## src/rtl/multdiv_pkg.sv

```systemverilog
// Shared types and defaults for the multiply/divide control sequencer.
package multdiv_pkg;

  localparam int STEPS_DEF = 32;
  localparam int CNT_W_DEF = 6;

  typedef enum logic [1:0] {
    IDLE = 2'd0,
    LOAD = 2'd1,
    RUN  = 2'd2,
    DONE = 2'd3
  } state_t;

endpackage

```

## src/rtl/multdiv_if.sv

```systemverilog
// Control bundle between decode/execute, the multdiv sequencer and its datapath.
interface multdiv_if #(parameter int CNT_W = 6);
  import multdiv_pkg::*;

  // Handshake: ctrl_mult/ctrl_div are single-cycle start pulses, accepted only
  // while busy=0 (otherwise dropped, never queued); data_ready is a one-cycle
  // completion pulse and data_exception is meaningful only alongside it.
  logic             ctrl_mult;
  logic             ctrl_div;
  logic             divisor_zero;
  logic             load_en;
  logic             acc_clr;
  logic             step_en;
  logic             op_is_div;
  logic [CNT_W-1:0] step_count;
  logic             busy;
  logic             pipe_stall;
  logic             data_ready;
  logic             data_exception;
  state_t           dbg_state;

  modport master (
    output ctrl_mult, ctrl_div, divisor_zero,
    input  load_en, acc_clr, step_en, op_is_div, step_count,
           busy, pipe_stall, data_ready, data_exception, dbg_state
  );

  modport slave (
    input  ctrl_mult, ctrl_div, divisor_zero,
    output load_en, acc_clr, step_en, op_is_div, step_count,
           busy, pipe_stall, data_ready, data_exception, dbg_state
  );

endinterface

```

## src/rtl/multdiv_step_counter.sv

```systemverilog
// Iteration counter with synchronous clear, enable and a terminal count at STEPS-1.
module multdiv_step_counter #(
  parameter int STEPS = 32,
  parameter int CNT_W = 6
) (
  input  logic             clk,
  input  logic             clr,
  input  logic             en,
  output logic [CNT_W-1:0] count,
  output logic             tc
);

  always_ff @(posedge clk) begin
    if (clr) begin
      count <= '0;
    end else if (en) begin
      count <= count + 1'b1;
    end
  end

  assign tc = (count == CNT_W'(STEPS - 1));

endmodule

```

## src/rtl/multdiv_ctrl.sv

```systemverilog
// Sequencer for the iterative multiply/divide unit: load, iterate, complete,
// with pipeline stall and divide-by-zero short-circuit.
module multdiv_ctrl
  import multdiv_pkg::*;
#(
  parameter int STEPS = STEPS_DEF,
  parameter int CNT_W = CNT_W_DEF
) (
  input  logic       clk,
  input  logic       clr,
  multdiv_if.slave   bus
);

  state_t     state;
  state_t     state_nxt;
  logic       op_div;
  logic       exc_flag;
  logic       start;
  logic       cnt_clr;
  logic       cnt_en;
  logic       tc;
  logic [CNT_W-1:0] count;

  // Reset has priority over a start arriving in the same cycle.
  assign start = (bus.ctrl_mult | bus.ctrl_div) & ~clr;

  always_comb begin
    state_nxt = state;
    cnt_clr   = 1'b0;
    cnt_en    = 1'b0;
    case (state)
      IDLE: begin
        if (start) begin
          if (bus.ctrl_mult || !bus.divisor_zero) begin
            state_nxt = LOAD;
            cnt_clr   = 1'b1;
          end else begin
            state_nxt = DONE;
          end
        end
      end
      LOAD: begin
        cnt_clr   = 1'b1;
        state_nxt = RUN;
      end
      RUN: begin
        // Hold at STEPS-1 on the last step so the index never wraps.
        cnt_en = ~tc;
        if (tc) begin
          state_nxt = DONE;
        end
      end
      DONE: begin
        state_nxt = IDLE;
      end
      default: begin
        state_nxt = IDLE;
      end
    endcase
  end

  always_ff @(posedge clk) begin
    if (clr) begin
      state    <= IDLE;
      op_div   <= 1'b0;
      exc_flag <= 1'b0;
    end else begin
      state <= state_nxt;
      if (state == IDLE && start) begin
        op_div   <= ~bus.ctrl_mult;
        exc_flag <= ~bus.ctrl_mult & bus.divisor_zero;
      end else if (state == DONE) begin
        exc_flag <= 1'b0;
      end
    end
  end

  multdiv_step_counter #(
    .STEPS (STEPS),
    .CNT_W (CNT_W)
  ) u_step_counter (
    .clk   (clk),
    .clr   (clr | cnt_clr),
    .en    (cnt_en),
    .count (count),
    .tc    (tc)
  );

  assign bus.load_en        = (state == LOAD);
  assign bus.acc_clr        = (state == LOAD);
  assign bus.step_en        = (state == RUN);
  assign bus.data_ready     = (state == DONE);
  assign bus.data_exception = (state == DONE) & exc_flag;
  assign bus.op_is_div      = op_div;
  assign bus.step_count     = count;
  assign bus.busy           = (state != IDLE);
  assign bus.pipe_stall     = ((state == IDLE) & start) | (state == LOAD) | (state == RUN);
  assign bus.dbg_state      = state;

endmodule
```

## src/flat_wrapper.sv

```systemverilog
// flat-port wrapper written by rule: the top's interface ports become plain ports
module multdiv_ctrl_flat import multdiv_pkg::*;
#(
  parameter int STEPS = STEPS_DEF,
  parameter int CNT_W = CNT_W_DEF
)
  (clk, clr, bus_ctrl_mult, bus_ctrl_div, bus_divisor_zero, bus_load_en, bus_acc_clr, bus_step_en, bus_op_is_div, bus_step_count, bus_busy, bus_pipe_stall, bus_data_ready, bus_data_exception, bus_dbg_state);
  multdiv_if #(.CNT_W(CNT_W)) bus_i ();
  input  logic clk;
  input  logic clr;
  input wire logic [$bits(bus_i.ctrl_mult)-1:0] bus_ctrl_mult;
  input wire logic [$bits(bus_i.ctrl_div)-1:0] bus_ctrl_div;
  input wire logic [$bits(bus_i.divisor_zero)-1:0] bus_divisor_zero;
  output wire logic [$bits(bus_i.load_en)-1:0] bus_load_en;
  output wire logic [$bits(bus_i.acc_clr)-1:0] bus_acc_clr;
  output wire logic [$bits(bus_i.step_en)-1:0] bus_step_en;
  output wire logic [$bits(bus_i.op_is_div)-1:0] bus_op_is_div;
  output wire logic [$bits(bus_i.step_count)-1:0] bus_step_count;
  output wire logic [$bits(bus_i.busy)-1:0] bus_busy;
  output wire logic [$bits(bus_i.pipe_stall)-1:0] bus_pipe_stall;
  output wire logic [$bits(bus_i.data_ready)-1:0] bus_data_ready;
  output wire logic [$bits(bus_i.data_exception)-1:0] bus_data_exception;
  output wire logic [$bits(bus_i.dbg_state)-1:0] bus_dbg_state;
  assign bus_i.ctrl_mult = bus_ctrl_mult;
  assign bus_i.ctrl_div = bus_ctrl_div;
  assign bus_i.divisor_zero = bus_divisor_zero;
  assign bus_load_en = bus_i.load_en;
  assign bus_acc_clr = bus_i.acc_clr;
  assign bus_step_en = bus_i.step_en;
  assign bus_op_is_div = bus_i.op_is_div;
  assign bus_step_count = bus_i.step_count;
  assign bus_busy = bus_i.busy;
  assign bus_pipe_stall = bus_i.pipe_stall;
  assign bus_data_ready = bus_i.data_ready;
  assign bus_data_exception = bus_i.data_exception;
  assign bus_dbg_state = bus_i.dbg_state;
  multdiv_ctrl #(.STEPS(STEPS), .CNT_W(CNT_W)) u_core (.clk(clk), .clr(clr), .bus(bus_i));
endmodule
```

## config.mk

```make
export PLATFORM = sky130hd
export DESIGN_NAME = multdiv_ctrl_flat
export DESIGN_NICKNAME = d
export VERILOG_FILES = /design/src/rtl/multdiv_pkg.sv /design/src/rtl/multdiv_if.sv /design/src/rtl/multdiv_step_counter.sv /design/src/rtl/multdiv_ctrl.sv /design/src/flat_wrapper.sv
export SDC_FILE = /design/constraint.sdc
export NUM_CORES = 1
export LEC_CHECK = 0
export BUFFER_PORTS_ARGS = -buffer_cell sky130_fd_sc_hd__buf_2
export CAP_MARGIN = 20
export CORE_MARGIN = 1
export CORE_UTILIZATION = 25
export DETAILED_ROUTE_END_ITERATION = 10
export GPL_ROUTABILITY_DRIVEN = 0
export GPL_TIMING_DRIVEN = 1
export SETUP_SLACK_MARGIN = 0.05
export SYNTH_ARGS = -nofsm -noshare
export SYNTH_HDL_FRONTEND = slang
export SYNTH_SLANG_ARGS = --single-unit
```

## constraint.sdc

```tcl
create_clock -name clk -period 2 [get_ports clk]
set_clock_uncertainty 0.1 [all_clocks]
set_input_delay 0.4 -clock clk [delete_from_list [all_inputs] [get_ports clk]]
set_output_delay 0.4 -clock clk [all_outputs]
set_load 0.1 [all_outputs]
```

==> results.toml <==
[outcome]
run_status = "finished, final reports clean"

[floorplan]
io_pins = 21
floorplan.initialDensity = 0.2754
placementRows = 16
die-width_um = 49.19
floorplan.die_area_sq_um = 2420
die-height_um = 49.19
fp.coreArea_sq_um = 2022

[clocking]
cts.clk_slew.worst_paths_ns = 0.07
holdBufCountCts = 0
max-clock-path-buffers = 2
tritoncts = "built"
cts_inserted_buffers = 3
cts.htree.levels = 1
clock_tree_sinks = 10
source_to_sink_clock_delay_at_the_later_pin_of_the_worst_skew_pair_ns = 0.26
clk_root_buffer_cell = "sky130_fd_sc_hd__clkbuf_4"

[layout]
ff_latch_area_sq_um = 215.2
multi_input_area_sq_um = 400.4
layout_cells_sized_above_1 = 0.5604
insertedDiodeCount = 0
finish.net_count = 102
fillers = 207
layout-area-overhead-vs-synth_pct = 52.81

[global_route]
grt_antenna_before_repair = 0
grt_util_all_layers = 0.1255
grt_max_degree = 9
grt_pass1_vias = 527
grt_pass1_wl_um = 2318
globalRoute.totalOverflow = 0

[routing]
drt_first_pass_iters = 3
detail-route-antenna-nets = 0
post-route-drc-count = 0
detail_route.vias_per_cell = 4.695
drt-total-wl_um = 1337
wire_per_inst_um = 11.33
detailedRoute.firstIterationViolations = 1
vias = 554

[logic_synthesis]
synth.ff_latch_count = 10
post_synth_top_area_share = 0.3596
async_reset_ff_frac = 0
share_of_the_yosys_chip_area_belonging_to_registers = 0.3596
yosysUniqueCellTypes = 26
synth.yosys.warnings = 0
synth-edff-count = 0
syn-mean-instance-area_sq_um = 8.700
synth_ff_type = "sky130_fd_sc_hd__dfxtp_1"
synth.net_count = 74
synthesis.instances = 64
post_synth_main_area_contributors = "sky130_fd_sc_hd__dfxtp_1, sky130_fd_sc_hd__ha_1, sky130_fd_sc_hd__nor2_1, sky130_fd_sc_hd__a21oi_1, sky130_fd_sc_hd__mux2i_1"
netlist.top_cell.by_area = "sky130_fd_sc_hd__dfxtp_1"
synthTopCellsByCount = "sky130_fd_sc_hd__dfxtp_1, sky130_fd_sc_hd__nor2_1, sky130_fd_sc_hd__a21oi_1"
post_synthesis_cell_area_sq_um = 556.8

[placed_design]
portBuffers = 20
hpwl_um = 990.5

[setup_path]
critical_path.reg2reg.endpoint = "u_core.bus.dbg_state[1]"
worstPathBufferInverterCount = 3
critPathRequiredTime_ns = 1.50
crit_path_max_incr_delay_ns = 0.40
cp.arrival_ns = 1.49
critical_path.most_common_cell = "sky130_fd_sc_hd__inv_4"
r2r_start = "u_core.u_step_counter.count[0]"
crit_path_cell_trace = "inv_4 -> ha_4 -> inv_4 -> or3_4 -> nand2_8 -> buf_12"
timing.critical_path.to_type = "primary output"
timing.critical_path.max_delay_family = "simple AND/OR/NAND/NOR gates"
ff2ff_path_depth = 5
critical_path.max_fanout = 3
reg_to_reg_slack_setup_ns = 0.40
worstSetupPathType = "reg -> out"
critical_path.slowest_cell = "sky130_fd_sc_hd__or3_4"
cp-start-kind = "flip-flop"

[timing]
finalSetupViolations = 0
fin_crit_ns = 1.993
rsz0062_at_grt = "true"
worst-slew-pin-transition_ns = 0.5508
final_min_period_over_clock_period = 0.9964
max_freq_mhz = 501.8
hold-worst-slack_ns = 0.2635
maxSlewHeadroom = 0.6303
hold_viol_final = 0
timing_max_transition_violations_final = 0

[min_path]
min_path_cells = 2
hp-start = "bus_ctrl_mult"
whs_endpoint = "u_core.bus.op_is_div"
hold_path.class = "in -> reg"

[run]
max_cap_violations = 0
[sequential cells by signal (all words and copies together), names as in the netlist]
name                         count
u_core.bus.op_is_div             1
u_core.bus.dbg_state             2
u_core.u_step_counter.count      6
u_core.exc_flag                  1
[through the flow]
stage | instance area (sq um) | setup TNS, ns | std cells | utilization | setup WS (ns)
after detailed placement | 782.0 | 0 | 110 | 0.3868 | 0.1383
final | 850.8 | 0 | 118 | 0.4208 | 0.007138
after global placement | 782.0 | 0 | 110 | 0.3868 | 0.1758
after floorplan | 640.6 | -0.09044 | 64 | - | -0.06286
after CTS | 845.8 | -0.008207 | 118 | 0.4183 | -0.008207
after global routing | 850.8 | -0.05454 | 118 | 0.4208 | -0.05454
[what timing repair did]
action	in CTS	in global routing
buffers inserted	4	0
endpoints found under the hold margin	0	0
pin swaps	2	0
gates resized for setup	4	2
gates cloned	0	0
setup endpoints to repair	2	4
[logic make-up after synthesis]
logic type / share of synthesized area
and+or+nand+nor: 0.2248
AOI/OAI and AO/OA: 0.1776
DFF: 0.3595
buffers and inverters: 0.04045
adders and majority gates: 0.1124
muxes: 0.05393
xor gates and xnor gates: 0.03147
[metal layers]
layer | routed length (um) | vias to the layer above | track usage
met5 | 0 | - | 0
met4 | 7 | 0 | 0.04902
met3 | 69 | 2 | 0.04050
met2 | 685 | 17 | 0.2260
met1 | 574 | 257 | 0.1332
li1 | - | 278 | -
[how the worst max path moves through the flow]
stage | from | cells after the start | end
final | u_core.bus.dbg_state[1] | 6 | bus_pipe_stall
after global placement | u_core.bus.dbg_state[1] | 6 | bus_pipe_stall
after detailed placement | u_core.bus.dbg_state[1] | 6 | bus_pipe_stall
after CTS | u_core.bus.dbg_state[1] | 6 | bus_pipe_stall
after global routing | u_core.bus.dbg_state[1] | 6 | bus_pipe_stall
after floorplan | u_core.bus.dbg_state[0] | 2 | bus_load_en
[area by class of cell]
class / instances / area share
clock buffer: 4 / 0.03088
multi-input combinational: 49 / 0.4706
sequential: 10 / 0.2529
tap: 27 / 0.03971
timing repair buffer: 24 / 0.1794
inverter: 4 / 0.02647
[cell usage in the layout, fill, tap and decap left out, types with 2 or more instances in the layout]
cell type,n
sky130_fd_sc_hd__o21ai_0,2
sky130_fd_sc_hd__dfxtp_2,6
sky130_fd_sc_hd__inv_4,3
sky130_fd_sc_hd__nor2_1,9
sky130_fd_sc_hd__a21oi_1,6
sky130_fd_sc_hd__o21ai_1,2
sky130_fd_sc_hd__ha_4,3
sky130_fd_sc_hd__xor2_1,2
sky130_fd_sc_hd__dfxtp_1,2
sky130_fd_sc_hd__dfxtp_4,2
sky130_fd_sc_hd__nand3_1,2
sky130_fd_sc_hd__clkbuf_4,5
sky130_fd_sc_hd__buf_2,16
sky130_fd_sc_hd__nor3_1,2
sky130_fd_sc_hd__buf_4,5
sky130_fd_sc_hd__mux2i_1,3
Power is not shown: default switching activity piles up to over one toggle a cycle in this logic, so the estimate is an artifact.
